[config.mk]
export PLATFORM = sky130hd
export DESIGN_NAME = angle_range_reducer
export DESIGN_NICKNAME = d
export VERILOG_FILES = /design/src/rtl/angle_range_reducer.sv
export SDC_FILE = /design/constraint.sdc
export NUM_CORES = 1
export LEC_CHECK = 0
export CAP_MARGIN = 20
export CORE_MARGIN = 2
export CORE_UTILIZATION = 55
export DETAILED_ROUTE_END_ITERATION = 12
export PLACE_DENSITY = 0.74
export SKIP_CTS_REPAIR_TIMING = 1
export SLEW_MARGIN = 40
export SYNTH_ARGS = -nofsm -noshare
export SYNTH_HDL_FRONTEND = slang
export SYNTH_SLANG_ARGS = --single-unit
[constraint.sdc]
create_clock -name clk -period 11.65 [get_ports clk]
set_clock_uncertainty 0.15 [all_clocks]
set_input_delay 2.9125 -clock clk [delete_from_list [all_inputs] [get_ports clk]]
set_output_delay 2.9125 -clock clk [all_outputs]
set_load 0.02 [all_outputs]
[src/rtl/angle_range_reducer.sv]
// angle_range_reducer: reduces an IEEE-754 single angle to r in [0, pi/2)
// plus quadrant q, using a 4.28 fixed-point restoring division by pi/2.
module angle_range_reducer #(
  parameter int W     = 32,
  parameter int W_Exp = 8,
  parameter int W_Sgf = 23
) (
  input  logic         clk,
  input  logic         rst,
  input  logic         beg_reduce,
  input  logic         ack_reduce,
  input  logic [W-1:0] data_in,
  output logic         ready_reduce,
  output logic [W-1:0] data_output,
  output logic [1:0]   shift_region_flag,
  output logic         invalid_flag
);

  localparam logic [31:0] PI_2  = 32'h1921FB54;
  localparam logic [31:0] QNAN  = 32'h7FC00000;

  typedef enum logic [2:0] {
    S_IDLE, S_LOAD, S_DIV, S_ADJ, S_NORM, S_PACK, S_DONE
  } state_t;

  state_t             state_q, state_d;
  logic [W-1:0]       x_q, x_d;
  logic [31:0]        acc_q, acc_d;
  logic [3:0]         k_q, k_d;
  logic [1:0]         j_q, j_d;
  logic [1:0]         qi_q, qi_d;
  logic [4:0]         p_q, p_d;
  logic               inv_q, inv_d;
  logic               byp_q, byp_d;
  logic               ready_q, ready_d;
  logic [W-1:0]       out_q, out_d;
  logic [1:0]         q_q, q_d;
  logic               invf_q, invf_d;

  logic               sign;
  logic [W_Exp-1:0]   exp_f;
  logic [31:0]        mant_ext;
  logic [31:0]        conv;
  logic [31:0]        div_step;

  assign sign     = x_q[W-1];
  assign exp_f    = x_q[W-2 -: W_Exp];
  assign mant_ext = {8'd0, 1'b1, x_q[W_Sgf-1:0]};
  assign div_step = PI_2 << j_q;

  // |x| to 4.28 fixed point: {1,mant} shifted left by e+5 (e = exp-127)
  always_comb begin
    if (exp_f >= 8'd122) conv = mant_ext << (exp_f - 8'd122);
    else                 conv = mant_ext >> (8'd122 - exp_f);
  end

  // State register
  always_ff @(posedge clk) begin
    if (rst) state_q <= S_IDLE;
    else     state_q <= state_d;
  end

  // Next-state logic
  always_comb begin
    state_d = state_q;
    case (state_q)
      S_IDLE: if (beg_reduce) state_d = S_LOAD;
      S_LOAD: state_d = S_DIV;
      S_DIV:  if (j_q == 2'd0) state_d = S_ADJ;
      S_ADJ:  state_d = S_NORM;
      S_NORM: state_d = S_PACK;
      S_PACK: state_d = S_DONE;
      S_DONE: if (ack_reduce) state_d = S_IDLE;
      default: state_d = S_IDLE;
    endcase
  end

  // Datapath next-state per stage
  always_comb begin
    x_d     = x_q;
    acc_d   = acc_q;
    k_d     = k_q;
    j_d     = j_q;
    qi_d    = qi_q;
    p_d     = p_q;
    inv_d   = inv_q;
    byp_d   = byp_q;
    ready_d = ready_q;
    out_d   = out_q;
    q_d     = q_q;
    invf_d  = invf_q;
    case (state_q)
      S_IDLE: if (beg_reduce) x_d = data_in;
      S_LOAD: begin
        acc_d = conv;
        k_d   = '0;
        j_d   = 2'd3;
        inv_d = (exp_f == 8'hFF) || (exp_f >= 8'd131);
        byp_d = !((exp_f == 8'hFF) || (exp_f >= 8'd131)) &&
                ((exp_f == 8'd0) || (exp_f < 8'd99) || (!sign && (conv < PI_2)));
      end
      S_DIV: begin
        if (acc_q >= div_step) begin
          acc_d    = acc_q - div_step;
          k_d[j_q] = 1'b1;
        end
        j_d = j_q - 2'd1;
      end
      S_ADJ: begin
        qi_d = k_q[1:0];
        if (sign) begin
          if (acc_q != '0) begin
            acc_d = PI_2 - acc_q;
            qi_d  = ~k_q[1:0];
          end else begin
            qi_d  = 2'd0 - k_q[1:0];
          end
        end
      end
      // Leading-one search is registered apart from the normalising shift
      S_NORM: begin
        p_d = '0;
        for (int unsigned i = 0; i < 32; i++) begin
          if (acc_q[i]) p_d = 5'(i);
        end
      end
      S_PACK: begin
        ready_d = 1'b1;
        if (inv_q) begin
          out_d  = QNAN;
          q_d    = '0;
          invf_d = 1'b1;
        end else if (byp_q) begin
          out_d  = x_q;
          q_d    = '0;
          invf_d = 1'b0;
        end else begin
          q_d    = qi_q;
          invf_d = 1'b0;
          if (acc_q == '0) out_d = '0;
          else out_d = {1'b0, ({3'd0, p_q} + 8'd99),
                        23'((acc_q << (5'd31 - p_q)) >> 8)};
        end
      end
      S_DONE: if (ack_reduce) ready_d = 1'b0;
      default: ;
    endcase
  end

  // Datapath and output registers
  always_ff @(posedge clk) begin
    if (rst) begin
      x_q     <= '0;
      acc_q   <= '0;
      k_q     <= '0;
      j_q     <= '0;
      qi_q    <= '0;
      p_q     <= '0;
      inv_q   <= 1'b0;
      byp_q   <= 1'b0;
      ready_q <= 1'b0;
      out_q   <= '0;
      q_q     <= '0;
      invf_q  <= 1'b0;
    end else begin
      x_q     <= x_d;
      acc_q   <= acc_d;
      k_q     <= k_d;
      j_q     <= j_d;
      qi_q    <= qi_d;
      p_q     <= p_d;
      inv_q   <= inv_d;
      byp_q   <= byp_d;
      ready_q <= ready_d;
      out_q   <= out_d;
      q_q     <= q_d;
      invf_q  <= invf_d;
    end
  end

  assign ready_reduce      = ready_q;
  assign data_output       = out_q;
  assign shift_region_flag = q_q;
  assign invalid_flag      = invf_q;

endmodule
==> reports/qor.yml, run 1 <==
setup_path:
  path_cells: "buf_4, inv_1, ha_1, buf_4, inv_1, nor3_1, o21ai_0, a21oi_1, o221ai_1, a311oi_1, o21ai_0, a211oi_1, o21ai_0"
  worst_ep_arrival_time_ns: 4.80
  cp_max_fo: 48
  critPathKind: "reg2reg"
  ff2ff_setup_slack_ns: 7.01
  critPathSlowestCell: "ha_1"
  path_common_cell: "o21ai_0"
  startpoint: "x_q[24]$_SDFFE_PP0P_"
  reg2reg_from: "x_q[24]$_SDFFE_PP0P_"
  startpoint_type: "flop"
  cp-end-kind: "flop"
  slowest_delay_ns: 0.67
  crit_required_ns: 11.81
yosys:
  async_reset_ff_frac: 0
  synth.distinct_cells: 83
  synth_edf_count: 0
  synth_area_sq_um: 12390
  syn_area_per_cell_sq_um: 7.264
  synthCells: 1706
  ys_ff_latch: 116
  ys.flop_type: "dfxtp_1"
  yosysSeqAreaShare: 0.1874
  syn_nets: 1780
  ys_warn_count: 0
pwr:
  vdd_drop_max_uv: 90.05
  power_density_nw_per_um2: 123.8
  power.total_mw: 1.685
  p_leak_nw: 4.711
placed_design:
  gp_congestion: 1.013
  place_inst: 1914
  port_buffers: 71
  dpl_cell_area_sq_um: 13010
  dpl.hpwl_mm: 33.63
cts:
  cts_tree: "done"
  clk_path_buf_depth: 2
  clockRootBuffer: "clkbuf_16"
  cts.reportedPaths.clkPinSlew_ns: 0.07
  clk-insertion-delay-late_ns: 0.44
  cts-buffers-inserted: 17
  htree_num_levels: 4
  cts_sinks: 116
detailed_routing:
  wire_per_inst_microns: 23.81
  drt-total-wl_mm: 46.34
  drtIter0Drc: 1587
  ant_nets: 0
  via_per_inst: 6.890
  drc: 0
  firstDrtPassIters: 7
  vias: 13410
grt:
  grt_pass1_vias: 12310
  grt_max_degree: 89
  grt_overflow: 0
  use_met1: 0.5050
  grt_pass1_wl_mm: 71.66
  global_route.usage.met3: 0.06962
  met2_usage: 0.6216
  grt-busiest-layer: "met2"
  track_usage: 0.3860
  antenna_found_initial: 1
floorplan:
  start_util: 0.5643
  ios: 72
  dieHeight_microns: 154.1
  dieArea_sq_um: 23750
  die_x_microns: 154.1
  placementRows: 54
  core-area_sq_um: 21960
sta:
  finalCritPeriodShare: 0.3985
  setup_viol: 0
  maxSlewHeadroom: 0.4027
  slew_viol_final: 0
  fin_crit_ns: 4.643
  max_slew.worst_pin.slew_ns: 0.8947
  finalHoldViolCount: 0
  rsz0062_at_grt: "false"
  fin_setup_tns_ns: 0
  max_freq_mhz: 215.4
job:
  drv_cap: 0
final_layout:
  syn_to_final_growth_pct: 9.875
  layout-drive-gt1-share: 0.1026
  final-instance-count-excl-fill: 1946
  final_cell_mix: "nand2_1 (237), nor2_1 (171), a21oi_1 (155)"
  diodes: 0
  fin_area_sq_um: 13620
  final_util: 0.6201
  ff_latch_area_sq_um: 2325
  layout_commonest_cell: "nand2_1"
  multiInputGateArea_sq_um: 9289
  fillCellCount: 2040
  nets: 1727
worst_hold_path:
  hp-class: "reg2reg"
  hold_start: "x_q[23]$_SDFFE_PP0P_"
run_status:
  status: "finished clean"
-- report_power, final --
| group | internal (mW) | leakage (nW) | total, mW | switching (mW) |
|---|---|---|---|---|
| logic | 0.246 | 3.49 | 0.648 | 0.402 |
| registers | 0.419 | 0.943 | 0.490 | 0.0711 |
| clock network | 0.328 | 0.275 | 0.547 | 0.219 |
| total | 0.993 | 4.71 | 1.69 | 0.692 |
-- kinds of logic after synthesis --
kind of cell    synth area share
compound gates            0.2716
xor+xnor                 0.03393
fa+ha+maj                0.03837
buf+inv                  0.06613
flops                     0.1874
mux                       0.1779
simple gates              0.2247
-- synth_stat cells (6+ instances only) --
cell | number | area share
nand2_1 | 238 | 0.072
mux4_2 | 45 | 0.082
buf_1 | 13 | 0.0039
o211ai_1 | 16 | 0.0097
nor4_1 | 10 | 0.0050
mux2_2 | 32 | 0.029
or4_1 | 6 | 0.0036
nand4_1 | 16 | 0.0081
clkbuf_1 | 133 | 0.040
or3_1 | 9 | 0.0045
o22ai_1 | 13 | 0.0066
a211oi_1 | 49 | 0.030
xnor2_1 | 27 | 0.019
dfxtp_1 | 116 | 0.19
mux2i_1 | 83 | 0.067
nor2b_1 | 17 | 0.0086
a21oi_1 | 155 | 0.063
and3_1 | 11 | 0.0056
o31ai_1 | 18 | 0.011
a311oi_1 | 10 | 0.0071
inv_1 | 31 | 0.0094
a31oi_1 | 13 | 0.0066
nor3_1 | 58 | 0.023
or2_2 | 6 | 0.0030
nor2_1 | 172 | 0.052
ha_1 | 38 | 0.038
nand3_1 | 36 | 0.015
nand2b_1 | 11 | 0.0056
o21a_1 | 11 | 0.0067
and2_1 | 9 | 0.0045
o21ai_0 | 106 | 0.043
a221oi_1 | 8 | 0.0057
buf_2 | 21 | 0.0085
a21o_1 | 14 | 0.0085
xor2_1 | 21 | 0.015
a22oi_1 | 37 | 0.022
-- sequential cells by signal, summed over array words and instances, names as in the netlist --
signal             flops
acc_q                 32
byp_q                  1
data_output           32
inv_q                  1
invalid_flag           1
j_q                    2
k_q                    2
p_q                    5
qi_q                   2
ready_reduce           1
shift_region_flag      2
state_q                3
x_q                   32
-- stage by stage --
step | worst slack [ns] | hold WS, ns
6_report | 7.007 | 0.3338
5_1_grt | 6.464 | 0.3452
4_1_cts | 7.074 | 0.3388
3_5_place_dp | 6.965 | 0.3303
3_3_place_gp | 6.774 | 0.3170
2_1_floorplan | 7.716 | 0.2983
-- per-layer routing --
metal / vias to the layer above / wire length [microns] / part of all wire
met5: - / 7 / 0.00015
met4: 2 / 2321 / 0.050
met3: 153 / 4060 / 0.088
met2: 754 / 21270 / 0.46
met1: 6318 / 18680 / 0.40
li1: 6180 / - / -
-- layout make-up --
type / instances / area share
multi-input combinational: 1385 / 0.6822
sequential: 116 / 0.1707
timing repair buffer: 100 / 0.06828
clock buffer: 19 / 0.03327
tap: 280 / 0.02573
clock inverter: 13 / 0.01066
inverter: 33 / 0.009098
-- critical path, delay by kind of cell, from the launching register on --
kind            cells  cell delay, ns
compound gates      7            1.59
fa+ha+maj           1            0.67
buf+inv             4            1.42
flops               1            0.31
simple gates        1            0.34
-- final timing paths --
check / endpoint / depth (start not counted)
max: byp_q$_SDFFE_PP0P_ / 13
max reg2reg: byp_q$_SDFFE_PP0P_ / 13
min: x_q[23]$_SDFFE_PP0P_ / 2
min reg2reg: x_q[23]$_SDFFE_PP0P_ / 2
Power figures use the tool's default switching activity.
==> run 2: changes to the inputs <==
==> constraint.sdc (replaced) <==
create_clock -name clk -period 4.7 [get_ports clk]
set_clock_uncertainty 0.15 [all_clocks]
set_input_delay 1.175 -clock clk [delete_from_list [all_inputs] [get_ports clk]]
set_output_delay 1.175 -clock clk [all_outputs]
set_load 0.02 [all_outputs]
==> reports/qor.yml, run 2 (synthesis results as in run 1) <==
detailed_routing:
  drtIter0Drc: 1880
  vias: 13620
  drt-total-wl_mm: 47.72
  wire_per_inst_microns: 24.22
  firstDrtPassIters: 7
  ant_nets: 0
  via_per_inst: 6.913
  drc: 0
sta:
  slew_viol_final: 0
  fin_crit_ns: 4.105
  max_freq_mhz: 243.6
  setup_viol: 0
  finalHoldViolCount: 0
  maxSlewHeadroom: 0.4256
  fin_setup_tns_ns: 0
  finalCritPeriodShare: 0.8733
  rsz0062_at_grt: "false"
  max_slew.worst_pin.slew_ns: 0.8555
setup_path:
  crit_required_ns: 4.89
  critPathKind: "reg2reg"
  cp_top_family: "compound AO/OA/AOI/OAI gates"
  startpoint_type: "flop"
  path_cells: "inv_1, ha_1, inv_1, ha_1, o21a_1, o21a_1, o21ai_0, nand3_1, o2111a_1, or3_1, a41oi_4, buf_12, a21oi_1, a221oi_2"
  cp_num_buf_inv: 3
  r2r_cells: 14
  cp_max_fo: 30
  cp-end-kind: "flop"
  worst_ep_arrival_time_ns: 4.29
  ff2ff_setup_slack_ns: 0.60
  slowest_delay_ns: 0.48
  critPathSlowestCell: "dfxtp_1"
  reg2reg_to: "acc_q[11]$_SDFFE_PP0P_"
  reg2reg_from: "j_q[0]$_SDFFE_PP0P_"
pwr:
  vdd_drop_max_uv: 227.0
  power_density_nw_per_um2: 307.1
  p_leak_nw: 4.844
cts:
  clk_path_buf_depth: 2
  cts_tree: "done"
  cts_sinks: 116
  clk-insertion-delay-late_ns: 0.43
  cts-buffers-inserted: 17
  clockRootBuffer: "clkbuf_16"
  cts.reportedPaths.clkPinSlew_ns: 0.07
  htree_num_levels: 4
final_layout:
  final-instance-count-excl-fill: 1970
  fin_area_sq_um: 13790
  final_cell_mix: "nand2_1 (238), nor2_1 (169), a21oi_1 (155)"
  layout_commonest_cell: "nand2_1"
  syn_to_final_growth_pct: 11.26
  layout-drive-gt1-share: 0.1166
  diodes: 0
  nets: 1751
grt:
  grt_pass1_wl_mm: 74.08
  grt_pass1_vias: 12750
  grt_overflow: 0
  grt_max_degree: 65
  antenna_found_initial: 0
  track_usage: 0.4002
worst_hold_path:
  hold_end: "shift_region_flag[0]$_SDFFE_PP0P_"
  hold_depth: 2
  hp-class: "reg2reg"
  hold_start: "shift_region_flag[0]$_SDFFE_PP0P_"
floorplan:
  start_util: 0.5643
  core-area_sq_um: 21960
  die_x_microns: 154.1
  ios: 72
  placementRows: 54
  dieArea_sq_um: 23750
  dieHeight_microns: 154.1
placed_design:
  dpl_cell_area_sq_um: 13200
  gp_congestion: 1.027
  dpl.hpwl_mm: 34.96
  place_inst: 1938
  port_buffers: 71
run_status:
  status: "finished clean"
job:
  drv_cap: 0
run 2: cell count changes in the layout (fill, tap and decap cells not counted), moves of 3 or more:
| cell | change |
|---|---|
| buf_4 | +24 |
| clkinvlp_4 | -4 |
| inv_6 | +3 |
| nor2_2 | +3 |
run 2: layout make-up:
| class | count | area, sq um |
|---|---|---|
| fillers | 2024 | 8172 |
| multi-input cells | 1385 | 9279 |
| well taps | 280 | 350.3 |
| repair buffers | 124 | 1119 |
| flip-flops and latches | 116 | 2327 |
| inverters | 33 | 123.9 |
| clock buffers | 17 | 425.4 |
| clock inverters | 15 | 162.7 |
run 2: report_power, final:
part           switching, mW  internal (mW)  leakage, nW
clock network          0.618          0.753        0.283
logic                   1.03          0.634         3.62
registers              0.163           1.04        0.944
run 2: per-stage QoR:
stage	total power, mW	worst slack (ns)	util	hold WS, ns
floorplan	2.366	0.7657	-	0.2983
global placement	2.806	0.4726	0.6006	0.2910
detailed placement	2.826	0.6688	0.6009	0.2976
CTS	4.184	0.6471	0.6277	0.3090
global route	4.417	0.3605	0.6279	0.3422
finish	4.234	0.5953	0.6279	0.3059
run 2: how the worst max path moves through the flow:
stage                              start                endpoint  depth (start not counted)  slack (ns)
floorplan           x_q[24]$_SDFFE_PP0P_      byp_q$_SDFFE_PP0P_                         18        0.77
global placement     j_q[0]$_SDFFE_PP0P_  acc_q[22]$_SDFFE_PP0P_                         13        0.47
detailed placement   j_q[0]$_SDFFE_PP0P_  acc_q[11]$_SDFFE_PP0P_                         14        0.67
CTS                  j_q[0]$_SDFFE_PP0P_  acc_q[11]$_SDFFE_PP0P_                         14        0.65
global route         j_q[0]$_SDFFE_PP0P_  acc_q[22]$_SDFFE_PP0P_                         13        0.36
finish               j_q[0]$_SDFFE_PP0P_  acc_q[11]$_SDFFE_PP0P_                         14        0.60
run 2: per-layer routing:
layer  global-route usage  share of wire  vias up
met2               0.6472           0.46      805
met5                    0              0        -
met1               0.5119           0.39     6396
li1                     -              -     6224
met3              0.07469          0.090      194
met4               0.2029          0.060        0
run 2: worst register-to-register path, cell delays in order (launching register included):
cell	delay, ns
dfxtp_1	0.48
inv_1	0.16
ha_1	0.28
inv_1	0.12
ha_1	0.27
o21a_1	0.23
o21a_1	0.18
o21ai_0	0.15
nand3_1	0.24
o2111a_1	0.33
or3_1	0.48
a41oi_4	0.37
buf_12	0.24
a21oi_1	0.11
a221oi_2	0.24
